===== config.mk =====
export PLATFORM = sky130hd
export DESIGN_NAME = mips_multicycle_core_flat
export DESIGN_NICKNAME = d
export VERILOG_FILES = /design/src/rtl/mips_pkg.sv /design/src/rtl/mips_multicycle_core_if.sv /design/src/rtl/mips_mc_regfile.sv /design/src/rtl/mips_multicycle_core.sv /design/src/flat_wrapper.sv
export SDC_FILE = /design/constraint.sdc
export NUM_CORES = 2
export LEC_CHECK = 0
export ABC_AREA = 1
export CAP_MARGIN = 20
export CORE_UTILIZATION = 40
export CTS_CLUSTER_SIZE = 12
export DETAILED_ROUTE_END_ITERATION = 6
export DONT_BUFFER_PORTS = 1
export PLACE_DENSITY = 0.57
export SLEW_MARGIN = 20
export SYNTH_ARGS = -nofsm -noshare
export SYNTH_HDL_FRONTEND = slang
export SYNTH_SLANG_ARGS = --single-unit

===== constraint.sdc =====
create_clock -name clock -period 5.79 [get_ports clock]
set_input_delay 1.158 -clock clock [delete_from_list [all_inputs] [get_ports clock]]
set_output_delay 1.158 -clock clock [all_outputs]
set_load 0.03 [all_outputs]

===== src/rtl/mips_pkg.sv =====
// mips_pkg: shared definitions for the multi-cycle MIPS core.
//   - opcode and funct encodings of the supported MIPS subset
//   - ALU operation encoding
//   - control FSM state encoding
//   - instruction class and the helpers that decode it from opcode/funct
package mips_pkg;

    localparam logic [5:0] OP_RTYPE = 6'h00;
    localparam logic [5:0] OP_J     = 6'h02;
    localparam logic [5:0] OP_JAL   = 6'h03;
    localparam logic [5:0] OP_BEQ   = 6'h04;
    localparam logic [5:0] OP_BNE   = 6'h05;
    localparam logic [5:0] OP_ADDI  = 6'h08;
    localparam logic [5:0] OP_LW    = 6'h23;
    localparam logic [5:0] OP_SW    = 6'h2B;

    localparam logic [5:0] FN_SLL = 6'h00;
    localparam logic [5:0] FN_SRL = 6'h02;
    localparam logic [5:0] FN_JR  = 6'h08;
    localparam logic [5:0] FN_ADD = 6'h20;
    localparam logic [5:0] FN_SUB = 6'h22;
    localparam logic [5:0] FN_AND = 6'h24;
    localparam logic [5:0] FN_OR  = 6'h25;
    localparam logic [5:0] FN_SLT = 6'h2A;

    typedef enum logic [2:0] {
        ALU_ADD, ALU_SUB, ALU_AND, ALU_OR, ALU_SLT, ALU_SLL, ALU_SRL
    } alu_op_t;

    typedef enum logic [2:0] {
        FETCH, DECODE, EXEC, MEM, WB, HALT
    } state_t;

    typedef enum logic [3:0] {
        I_ALU_R, I_JR, I_ADDI, I_LW, I_SW, I_BEQ, I_BNE, I_J, I_JAL, I_ILLEGAL
    } iclass_t;

    // Anything not explicitly listed, including unknown R-type functs, is illegal.
    function automatic iclass_t decode_class(input logic [5:0] opcode, input logic [5:0] funct);
        iclass_t c;
        c = I_ILLEGAL;
        case (opcode)
            OP_RTYPE: begin
                case (funct)
                    FN_ADD, FN_SUB, FN_AND, FN_OR,
                    FN_SLT, FN_SLL, FN_SRL: c = I_ALU_R;
                    FN_JR:                  c = I_JR;
                    default:                c = I_ILLEGAL;
                endcase
            end
            OP_ADDI: c = I_ADDI;
            OP_LW:   c = I_LW;
            OP_SW:   c = I_SW;
            OP_BEQ:  c = I_BEQ;
            OP_BNE:  c = I_BNE;
            OP_J:    c = I_J;
            OP_JAL:  c = I_JAL;
            default: c = I_ILLEGAL;
        endcase
        return c;
    endfunction

    function automatic alu_op_t alu_op_for(input logic [5:0] funct);
        alu_op_t op;
        case (funct)
            FN_SUB:  op = ALU_SUB;
            FN_AND:  op = ALU_AND;
            FN_OR:   op = ALU_OR;
            FN_SLT:  op = ALU_SLT;
            FN_SLL:  op = ALU_SLL;
            FN_SRL:  op = ALU_SRL;
            default: op = ALU_ADD;
        endcase
        return op;
    endfunction

endpackage


===== src/rtl/mips_multicycle_core_if.sv =====
// mips_multicycle_core_if: unified word-addressed memory port.
//   mem_req   core -> mem : request, held until mem_ready
//   mem_we    core -> mem : 1 = write (sw), 0 = read
//   mem_addr  core -> mem : word address
//   mem_wdata core -> mem : store data
//   mem_rdata mem -> core : read data, valid in the mem_ready cycle
//   mem_ready mem -> core : request accepted/completed this cycle
interface mips_multicycle_core_if #(parameter int ADDR_W = 16);
    logic              mem_req;
    logic              mem_we;
    logic [ADDR_W-1:0] mem_addr;
    logic [31:0]       mem_wdata;
    logic [31:0]       mem_rdata;
    logic              mem_ready;

    modport master (output mem_req, mem_we, mem_addr, mem_wdata,
                    input  mem_rdata, mem_ready);
    modport slave  (input  mem_req, mem_we, mem_addr, mem_wdata,
                    output mem_rdata, mem_ready);
endinterface


===== src/rtl/mips_mc_regfile.sv =====
// mips_mc_regfile: 32 x 32 register file.
//   clock, reset     : clock and synchronous active-high clear of all registers
//   rs_addr/rs_data  : asynchronous read port A
//   rt_addr/rt_data  : asynchronous read port B
//   we/wr_addr/wr_data : synchronous write port; writes to r0 are dropped
module mips_mc_regfile (
    input  logic        clock,
    input  logic        reset,
    input  logic [4:0]  rs_addr,
    input  logic [4:0]  rt_addr,
    output logic [31:0] rs_data,
    output logic [31:0] rt_data,
    input  logic        we,
    input  logic [4:0]  wr_addr,
    input  logic [31:0] wr_data
);
    logic [31:0] regs [32];

    always_ff @(posedge clock) begin
        if (reset) begin
            for (int i = 0; i < 32; i++) regs[i] <= '0;
        end else if (we && wr_addr != 5'd0) begin
            regs[wr_addr] <= wr_data;
        end
    end

    assign rs_data = (rs_addr == 5'd0) ? '0 : regs[rs_addr];
    assign rt_data = (rt_addr == 5'd0) ? '0 : regs[rt_addr];
endmodule


===== src/rtl/mips_multicycle_core.sv =====
// mips_multicycle_core: multi-cycle MIPS subset core (3-5 cycles per instruction).
//   clock, reset : clock and synchronous active-high reset
//   mem          : unified memory port (master side, request/ready handshake)
//   pc           : address of the instruction currently executing
//   halted       : core stopped on an unsupported instruction (left only by reset)
module mips_multicycle_core
    import mips_pkg::*;
#(
    parameter int                ADDR_W   = 16,
    parameter logic [ADDR_W-1:0] RESET_PC = '0
) (
    input  logic                          clock,
    input  logic                          reset,
    mips_multicycle_core_if.master        mem,
    output logic [ADDR_W-1:0]             pc,
    output logic                          halted
);
    state_t            state;
    logic [ADDR_W-1:0] pc_q;
    logic [31:0]       ir, a_q, b_q, alu_out, mdr;

    logic [5:0]  opcode, funct;
    logic [4:0]  rs, rt, rd, shamt;
    logic [31:0] imm_sext, rs_data, rt_data, alu_b, alu_result, rf_wdata;
    iclass_t     iclass;
    alu_op_t     alu_op;
    logic        taken, rf_we;
    logic [4:0]  rf_waddr;
    logic [ADDR_W-1:0] pc_plus1, branch_target, jump_target;

    assign opcode   = ir[31:26];
    assign rs       = ir[25:21];
    assign rt       = ir[20:16];
    assign rd       = ir[15:11];
    assign shamt    = ir[10:6];
    assign funct    = ir[5:0];
    assign imm_sext = {{16{ir[15]}}, ir[15:0]};
    assign iclass   = decode_class(opcode, funct);
    assign alu_op   = (iclass == I_ALU_R) ? alu_op_for(funct) : ALU_ADD;

    assign pc_plus1      = pc_q + ADDR_W'(1);
    assign branch_target = pc_plus1 + ADDR_W'(imm_sext);
    assign jump_target   = ADDR_W'({6'b0, ir[25:0]});
    assign taken         = (iclass == I_BEQ && a_q == b_q) || (iclass == I_BNE && a_q != b_q);

    mips_mc_regfile u_regfile (
        .clock   (clock),
        .reset   (reset),
        .rs_addr (rs),
        .rt_addr (rt),
        .rs_data (rs_data),
        .rt_data (rt_data),
        .we      (rf_we),
        .wr_addr (rf_waddr),
        .wr_data (rf_wdata)
    );

    // Shifts take the value from rt; everything else uses A op (B or immediate).
    always_comb begin
        alu_b = (iclass == I_ALU_R) ? b_q : imm_sext;
        case (alu_op)
            ALU_ADD: alu_result = a_q + alu_b;
            ALU_SUB: alu_result = a_q - alu_b;
            ALU_AND: alu_result = a_q & alu_b;
            ALU_OR:  alu_result = a_q | alu_b;
            ALU_SLT: alu_result = {31'b0, $signed(a_q) < $signed(alu_b)};
            ALU_SLL: alu_result = b_q << shamt;
            ALU_SRL: alu_result = b_q >> shamt;
            default: alu_result = a_q + alu_b;
        endcase
    end

    // jal links in EXEC; ALU results and loads retire in WB.
    always_comb begin
        rf_we    = 1'b0;
        rf_waddr = 5'd0;
        rf_wdata = alu_out;
        if (state == EXEC && iclass == I_JAL) begin
            rf_we    = 1'b1;
            rf_waddr = 5'd31;
            rf_wdata = 32'(pc_plus1);
        end else if (state == WB) begin
            case (iclass)
                I_ALU_R: begin rf_we = 1'b1; rf_waddr = rd; end
                I_ADDI:  begin rf_we = 1'b1; rf_waddr = rt; end
                I_LW:    begin rf_we = 1'b1; rf_waddr = rt; rf_wdata = mdr; end
                default: rf_we = 1'b0;
            endcase
        end
    end

    // Control FSM. pc_q stays on the executing instruction until the last
    // state of that instruction, so the pc port always names it.
    always_ff @(posedge clock) begin
        if (reset) begin
            state   <= FETCH;
            pc_q    <= RESET_PC;
            ir      <= '0;
            a_q     <= '0;
            b_q     <= '0;
            alu_out <= '0;
            mdr     <= '0;
        end else begin
            case (state)
                FETCH: begin
                    if (mem.mem_ready) begin
                        ir    <= mem.mem_rdata;
                        state <= DECODE;
                    end
                end
                DECODE: begin
                    a_q   <= rs_data;
                    b_q   <= rt_data;
                    state <= (iclass == I_ILLEGAL) ? HALT : EXEC;
                end
                EXEC: begin
                    alu_out <= alu_result;
                    case (iclass)
                        I_BEQ, I_BNE: begin pc_q <= taken ? branch_target : pc_plus1; state <= FETCH; end
                        I_J, I_JAL:   begin pc_q <= jump_target;  state <= FETCH; end
                        I_JR:         begin pc_q <= ADDR_W'(a_q); state <= FETCH; end
                        I_ALU_R, I_ADDI: state <= WB;
                        I_LW, I_SW:      state <= MEM;
                        default:         state <= HALT;
                    endcase
                end
                MEM: begin
                    if (mem.mem_ready) begin
                        if (iclass == I_SW) begin
                            pc_q  <= pc_plus1;
                            state <= FETCH;
                        end else begin
                            mdr   <= mem.mem_rdata;
                            state <= WB;
                        end
                    end
                end
                WB: begin
                    pc_q  <= pc_plus1;
                    state <= FETCH;
                end
                HALT:    state <= HALT;
                default: state <= HALT;
            endcase
        end
    end

    // Bus outputs come only from registered state; reset masks them so a
    // request in flight is dropped in the very cycle reset is raised.
    assign mem.mem_req   = !reset && (state == FETCH || state == MEM);
    assign mem.mem_we    = !reset && state == MEM && iclass == I_SW;
    assign mem.mem_addr  = reset ? '0 : ((state == MEM) ? ADDR_W'(alu_out) : pc_q);
    assign mem.mem_wdata = reset ? '0 : b_q;
    assign pc            = reset ? RESET_PC : pc_q;
    assign halted        = !reset && state == HALT;
endmodule


===== src/flat_wrapper.sv =====
// flat-port wrapper written by rule: the top's interface ports become plain ports
module mips_multicycle_core_flat import mips_pkg::*;
#(
    parameter int                ADDR_W   = 16,
    parameter logic [ADDR_W-1:0] RESET_PC = '0
)
  (clock, reset, pc, halted, mem_mem_req, mem_mem_we, mem_mem_addr, mem_mem_wdata, mem_mem_rdata, mem_mem_ready);
  mips_multicycle_core_if #(.ADDR_W(ADDR_W)) mem_i ();
  input  logic clock;
  input  logic reset;
  output logic [ADDR_W-1:0] pc;
  output logic halted;
  output wire logic [$bits(mem_i.mem_req)-1:0] mem_mem_req;
  output wire logic [$bits(mem_i.mem_we)-1:0] mem_mem_we;
  output wire logic [$bits(mem_i.mem_addr)-1:0] mem_mem_addr;
  output wire logic [$bits(mem_i.mem_wdata)-1:0] mem_mem_wdata;
  input wire logic [$bits(mem_i.mem_rdata)-1:0] mem_mem_rdata;
  input wire logic [$bits(mem_i.mem_ready)-1:0] mem_mem_ready;
  assign mem_mem_req = mem_i.mem_req;
  assign mem_mem_we = mem_i.mem_we;
  assign mem_mem_addr = mem_i.mem_addr;
  assign mem_mem_wdata = mem_i.mem_wdata;
  assign mem_i.mem_rdata = mem_mem_rdata;
  assign mem_i.mem_ready = mem_mem_ready;
  mips_multicycle_core #(.ADDR_W(ADDR_W), .RESET_PC(RESET_PC)) u_core (.clock(clock), .reset(reset), .mem(mem_i), .pc(pc), .halted(halted));
endmodule

Yosys cells after proc, flatten, opt, wreduce, memory -nomap -nowiden
Memories as Yosys holds them, arrays and structs flattened. A register that Yosys moved wholly into a read port is not among the register bits. Index checks and enable logic that the tools add are counted.

Memory bits (writable): 1024. Memories: 1. Logic and storage cells: 134. Bits of input ports: 35. ROM bits: 0. Output and inout bits: 67. Register bits: 179. Bits in latches: 0.

Multipliers: 0. Shift operators: 2. Div/mod/pow operators: 0. Muxes and demuxes: 44. Bitwise operators: 3. $add $sub $neg: 4. Equal/unequal tests: 40. Reductions and logical operators: 32. $lt $le $gt $ge: 1.

Memory list: u_core.u_regfile.regs (depth 32, width 32, rd ports 2, clocked after Yosys merged registers in 2, write ports 32, line mips_mc_regfile.sv:17) `logic [31:0] regs [32];`.

Operators by type and width (number): 32-bit two-way mux (8); 32-bit one-hot mux with 6 select lines (1); 16-bit two-way mux (6); 16-bit one-hot mux with 3 select lines (2); 6-bit == test, second input constant (7); 5-bit two-way mux (7); 32-bit adder (1); 32-bit AND (1); 32-bit == test (1); 32-bit < comparator (1); 32-bit inequality test (1); 32-bit bitwise OR (1); 4-bit one-hot mux with 8 select lines (1); 32-bit OR reduction (1); 32-bit by 5-bit << shifter with 32-bit output (1); 32-bit by 5-bit right shift with 32-bit output (1); 32-bit subtractor (1); 6-bit by 2-bit == test with 1-bit output, second input constant (3); 3-bit one-hot mux with 6 select lines (1); 16-bit by 1-bit adder with 16-bit output, second input constant (1); 16-bit adder (1); 4-bit by 3-bit == test with 1-bit output, second input constant (4); 3-bit == test, second input constant (5); 3-bit two-way mux (5); 32 further kinds (64).

Logic depth before layout (Yosys ltp)
Depth after elaboration: 16. Gate-level depth with buffers: 34.

Cells and area by module
From an unflattened synthesis, not the netlist that was laid out.

Cells, all modules: 10419. Area total of the unflattened synthesis: 74858.0 um^2.

By module, submodules not included: mips_mc_regfile (seq. area each 30749.5 um^2, area an instance 56525.5 um^2, times used 1, cells an instance 7252); mips_multicycle_core (seq. area each 3583.4 um^2, area an instance 18332.6 um^2, times used 1, cells an instance 3167).

Worst setup path before layout
OpenSTA, ideal clock, no wires.

Kind: register to register. From: register u_core.ir[1]. To: memory u_core.u_regfile.regs[12][0] (enable). Arrival: 4.491 ns. Period minus slack after synthesis: 4.956 ns. Setup slack: 0.834 ns. Required time: 5.324 ns. Cell stages (with the launch flop): 16. Path buffers: 1. Cells stage by stage: dfxtp_1 inv_1 nor2_1 nand3_1 nand3_2 inv_2 nand3_1 nand3_1 nor2_4 a22oi_1 nor2_1 inv_1 nand2_1 nand3_2 clkbuf_1 o21ai_0.

RTL lines: start: declaration (line mips_multicycle_core.sv:20) `logic [31:0] ir, a_q, b_q, alu_out, mdr;`; start signal: assignment (line mips_multicycle_core.sv:107) `ir <= mem.mem_rdata;`; end: declaration (line mips_mc_regfile.sv:17).

Worst setup path after layout
From: register u_core.ir[1]. To: register u_core.alu_out[25].

Word-level cells in the longest chain between the ends: 8.

RTL lines: 6-bit == test, or another cell as far along (line mips_pkg.sv:44) `case (funct)`; 7-bit OR reduction (line mips_pkg.sv:44); 4-bit one-hot mux with 2 select lines (line mips_pkg.sv:44); 4-bit one-hot mux with 8 select lines (line mips_pkg.sv:42) `case (opcode)`; 4-bit zero test (line mips_multicycle_core.sv:39, mips_multicycle_core.sv:60); 32-bit two-way mux / 3-bit two-way mux (equally long branches) (line mips_multicycle_core.sv:60, mips_multicycle_core.sv:39); 32-bit adder, or another cell as far along (line mips_multicycle_core.sv:62, mips_multicycle_core.sv:69); 32-bit one-hot mux with 6 select lines (*) (line mips_multicycle_core.sv:61) `case (alu_op)`; end signal: assignment (line mips_multicycle_core.sv:117) `alu_out <= alu_result;`; end: declaration (line mips_multicycle_core.sv:20).

Mark *: on every way between the ends. The rest lies on a longest branch, timed or not. A chain may end at the register's enable or synchronous reset.

==> metrics.md <==
| Metric | Value |
|---|---|
| Outcome | finished with violations |
| Violations in the final reports | DRC |
| Clock slew at reported path FFs | 70 ps |
| Via count of the first global-routing pass | 62796 |
| HPWL after DPL | 210000 um |
| Type of origin of the critical path | flop |
| Worst-skew pair later-pin latency | 840 ps |
| Starting Density | 0.403 |
| Cell family with most CP delay | simple AND/OR/NAND/NOR gates |
| DR WL/cell | 30.4 um |
| Detailed-route vias per instance | 6.41 |
| Buffering stage count on the worst path with inverters included | 5 |
| Ratio of cells with drive above 1 in the final layout | 0.0684 |
| Max-Slew Margin vs Limit | 0.189 |
| Post-synthesis sequential element count | 1213 |
| Cells traversed along the worst timing path | inv_1, nor2_1, nand3_1, nand3_2, inv_2, nand3_1, nand3_1, nor2_4, buf_4, nand2_1, o21ai_0, inv_1, ha_1, a21oi_1, o21ai_0, a21oi_1, o21ai_0, buf_4, a21oi_1, o21ai_0, or2_2, nand3_1, nand3_1, a21oi_1 |
| Count of maximum capacitance violations | 0 |
| Post-Syn Area per Cell | 8.43 sq um |
| Die span in x | 426 um |
| Number of distinct library cells after synthesis | 54 |
| Data required time of the critical path | 6550 ps |
| Gate Count Post-Synth | 8520 |
| Worst min path class | input port to flop |
| Count of pins on the block boundary | 102 |
| Most common cell on crit path | sky130_fd_sc_hd__nand3_1 |
| Via count | 68075 |
| Number of setup buffers added after CTS | 0 |
| Worst supply voltage drop on vdd | 326 uV |
| Die outline area | 181000 sq um |
| Master cell of the clock root buffer | sky130_fd_sc_hd__clkbuf_16 |
| Share of the clock period used by the worst path after layout | 0.906 |
| Initial antenna violation count | 15 |
| Maximum number of pins on one net before global-route repair | 206 |
| Asr flop ratio synth | 0 |
| Post-layout nets | 8294 |
| Max incr delay on CP | 430 ps |
| TritonCTS clock tree | built |
| Placed insts | 10350 |
| Residual DRC | 1 |
| CTS sink count | 1213 |
| Most common cell after layout, fill and taps aside | sky130_fd_sc_hd__nor2_1 |
| Leakage power | 0.0270 uW |
| Pwr per Cell Area | 476 nW/um^2 |
| Area of the core | 178000 sq um |
| Total congestion overflow after global routing | 0 |
| Height of the die | 426 um |
| Minimum setup slack in the final design | 545 ps |
| Combined area of all synthesized cells | 71800 sq um |
| Inserted Clock Buffers | 145 |
| Final setup violation count | 0 |
| Most used flip-flop cell after synthesis | sky130_fd_sc_hd__edfxtp_1 |
| Warnings from Yosys | 0 |
| Seq/Total Area, Yosys | 0.481 |
| Count of TritonRoute iterations in the first routing pass | 7 |
| CTS-repair resized insts | 0 |
| Most frequent cells in the layout | sky130_fd_sc_hd__nor2_1, sky130_fd_sc_hd__nand2_1, sky130_fd_sc_hd__edfxtp_1 |
| Final instance count without filler cells | 10625 |
| Crit path kind | flop to flop |
| Fmax | 191 MHz |
| Critical path arrival | 6010 ps |
| Number of nets still failing antenna checks after routing | 0 |
| Worst setup slack after placement | 553 ps |
| CP Max Fanout | 23 |
| H-tree depth | 4 |
| Final-report hold violation count | 0 |
| EDFF count, synth | 1024 |
| DRT Wirelength | 323000 um |
| Unrepaired setup endpoints after global routing | false |
| CP endpoint kind | flop |
| Tmin final | 5240 ps |
| Global-route wire length before repair | 456000 um |
| Critical Path Slowest Stage Cell | sky130_fd_sc_hd__dfxtp_1 |
| Starting DRC count in detailed routing | 10458 |
| Site Rows | 155 |
| Overall Global Routing Usage | 0.346 |
| Number of filler instances in the final layout | 17435 |
| Final RePlAce weighted congestion | 1.01 |
| Input/output buffers | 0 |
| Hold buffers post-CTS | 0 |
| Pins Over Slew Limit | 0 |
| Area growth from synthesis to layout | 10.2% |
| Final Skew | 39.5 ps |
| Worst Tran Pin Value | 1210 ps |
| Setup TNS after final layout | 0 ps |
| CTS max path bufs | 3 |
[final timing paths]
kind                 start            endpoint  slack [ps]  cells after the start
max reg2reg   u_core.ir[1]  u_core.alu_out[25]         550                     24
min reg2reg  u_core.mdr[4]       u_core.mdr[4]         450                      2
min                  reset       u_core.b_q[6]         430                      1
max           u_core.ir[1]  u_core.alu_out[25]         550                     24
[synth_stat cells (all sizes together) (124+ instances only)]
library cell,instances,area [sq um]
nor3,171,872
a21oi,456,2290
buf,147,642
nor2,1738,6540
edfxtp,1024,30700
clkbuf,636,2390
o211ai,227,1700
o221ai,327,2860
nand3,402,2020
dfxtp,189,3780
a32oi,124,1090
inv,358,1340
mux2i,333,3330
o21ai,779,3900
nand2,1164,4370
[where the power goes]
part | leakage (uW) | internal (uW) | switching (uW)
registers | 0.0121 | 10000 | 904
clock network | 0.00233 | 5390 | 4040
logic | 0.0126 | 4460 | 12900
[metrics by stage]
| stage | total power (uW) | cell area [sq um] | utilization | hold slack, ps |
|---|---|---|---|---|
| 5_1_grt | 39000 | 79200 | 0.444 | 408 |
| 3_3_place_gp | 27700 | 74300 | 0.417 | 437 |
| 3_5_place_dp | 27700 | 74400 | 0.417 | 444 |
| 6_report | 37700 | 79200 | 0.444 | 430 |
| 2_1_floorplan | 21000 | 71900 | - | 425 |
| 4_1_cts | 37100 | 79200 | 0.444 | 385 |
[area by class of cell]
| cell class | count | area (sq um) | share of cell area |
|---|---|---|---|
| Tap cell | 2355 | 2950 | 0.0372 |
| Clock buffer | 201 | 4060 | 0.0512 |
| Inverter | 365 | 1390 | 0.0176 |
| Antenna cell | 8 | 20.0 | 0.000253 |
| Multi-Input combinational cell | 6190 | 33400 | 0.421 |
| Clock inverter | 65 | 732 | 0.00924 |
| Timing Repair Buffer | 228 | 2110 | 0.0266 |
| Sequential cell | 1213 | 34600 | 0.437 |
[cell families after synthesis]
family	Yosys count	synth area share
xor gates and xnor gates	65	0.00793
AOI/OAI and AO/OA	2088	0.184
muxes	333	0.0464
buffers and inverters	1148	0.0612
other	1	0.0000522
adders and majority gates	116	0.0205
and+or+nand+nor	3556	0.199
DFF	1213	0.481
[per-layer routing]
metal  GRT usage  up-vias  part of all wire
li1            -    29472                 -
met3      0.0717      745              0.11
met5           0        -           0.00036
met2       0.538     4406              0.45
met1       0.458    33434              0.39
met4       0.165       18             0.051
[flip-flops by register name, summed over array words and instances, names as in the netlist, named ones only]
name                   count
u_core.alu_out            32
u_core.ir                 32
u_core.u_regfile.regs   1024
u_core.pc_q               16
u_core.a_q                32
u_core.b_q                32
u_core.state               3
u_core.mdr                32
Note: power is estimated with default switching activity, not from simulation.
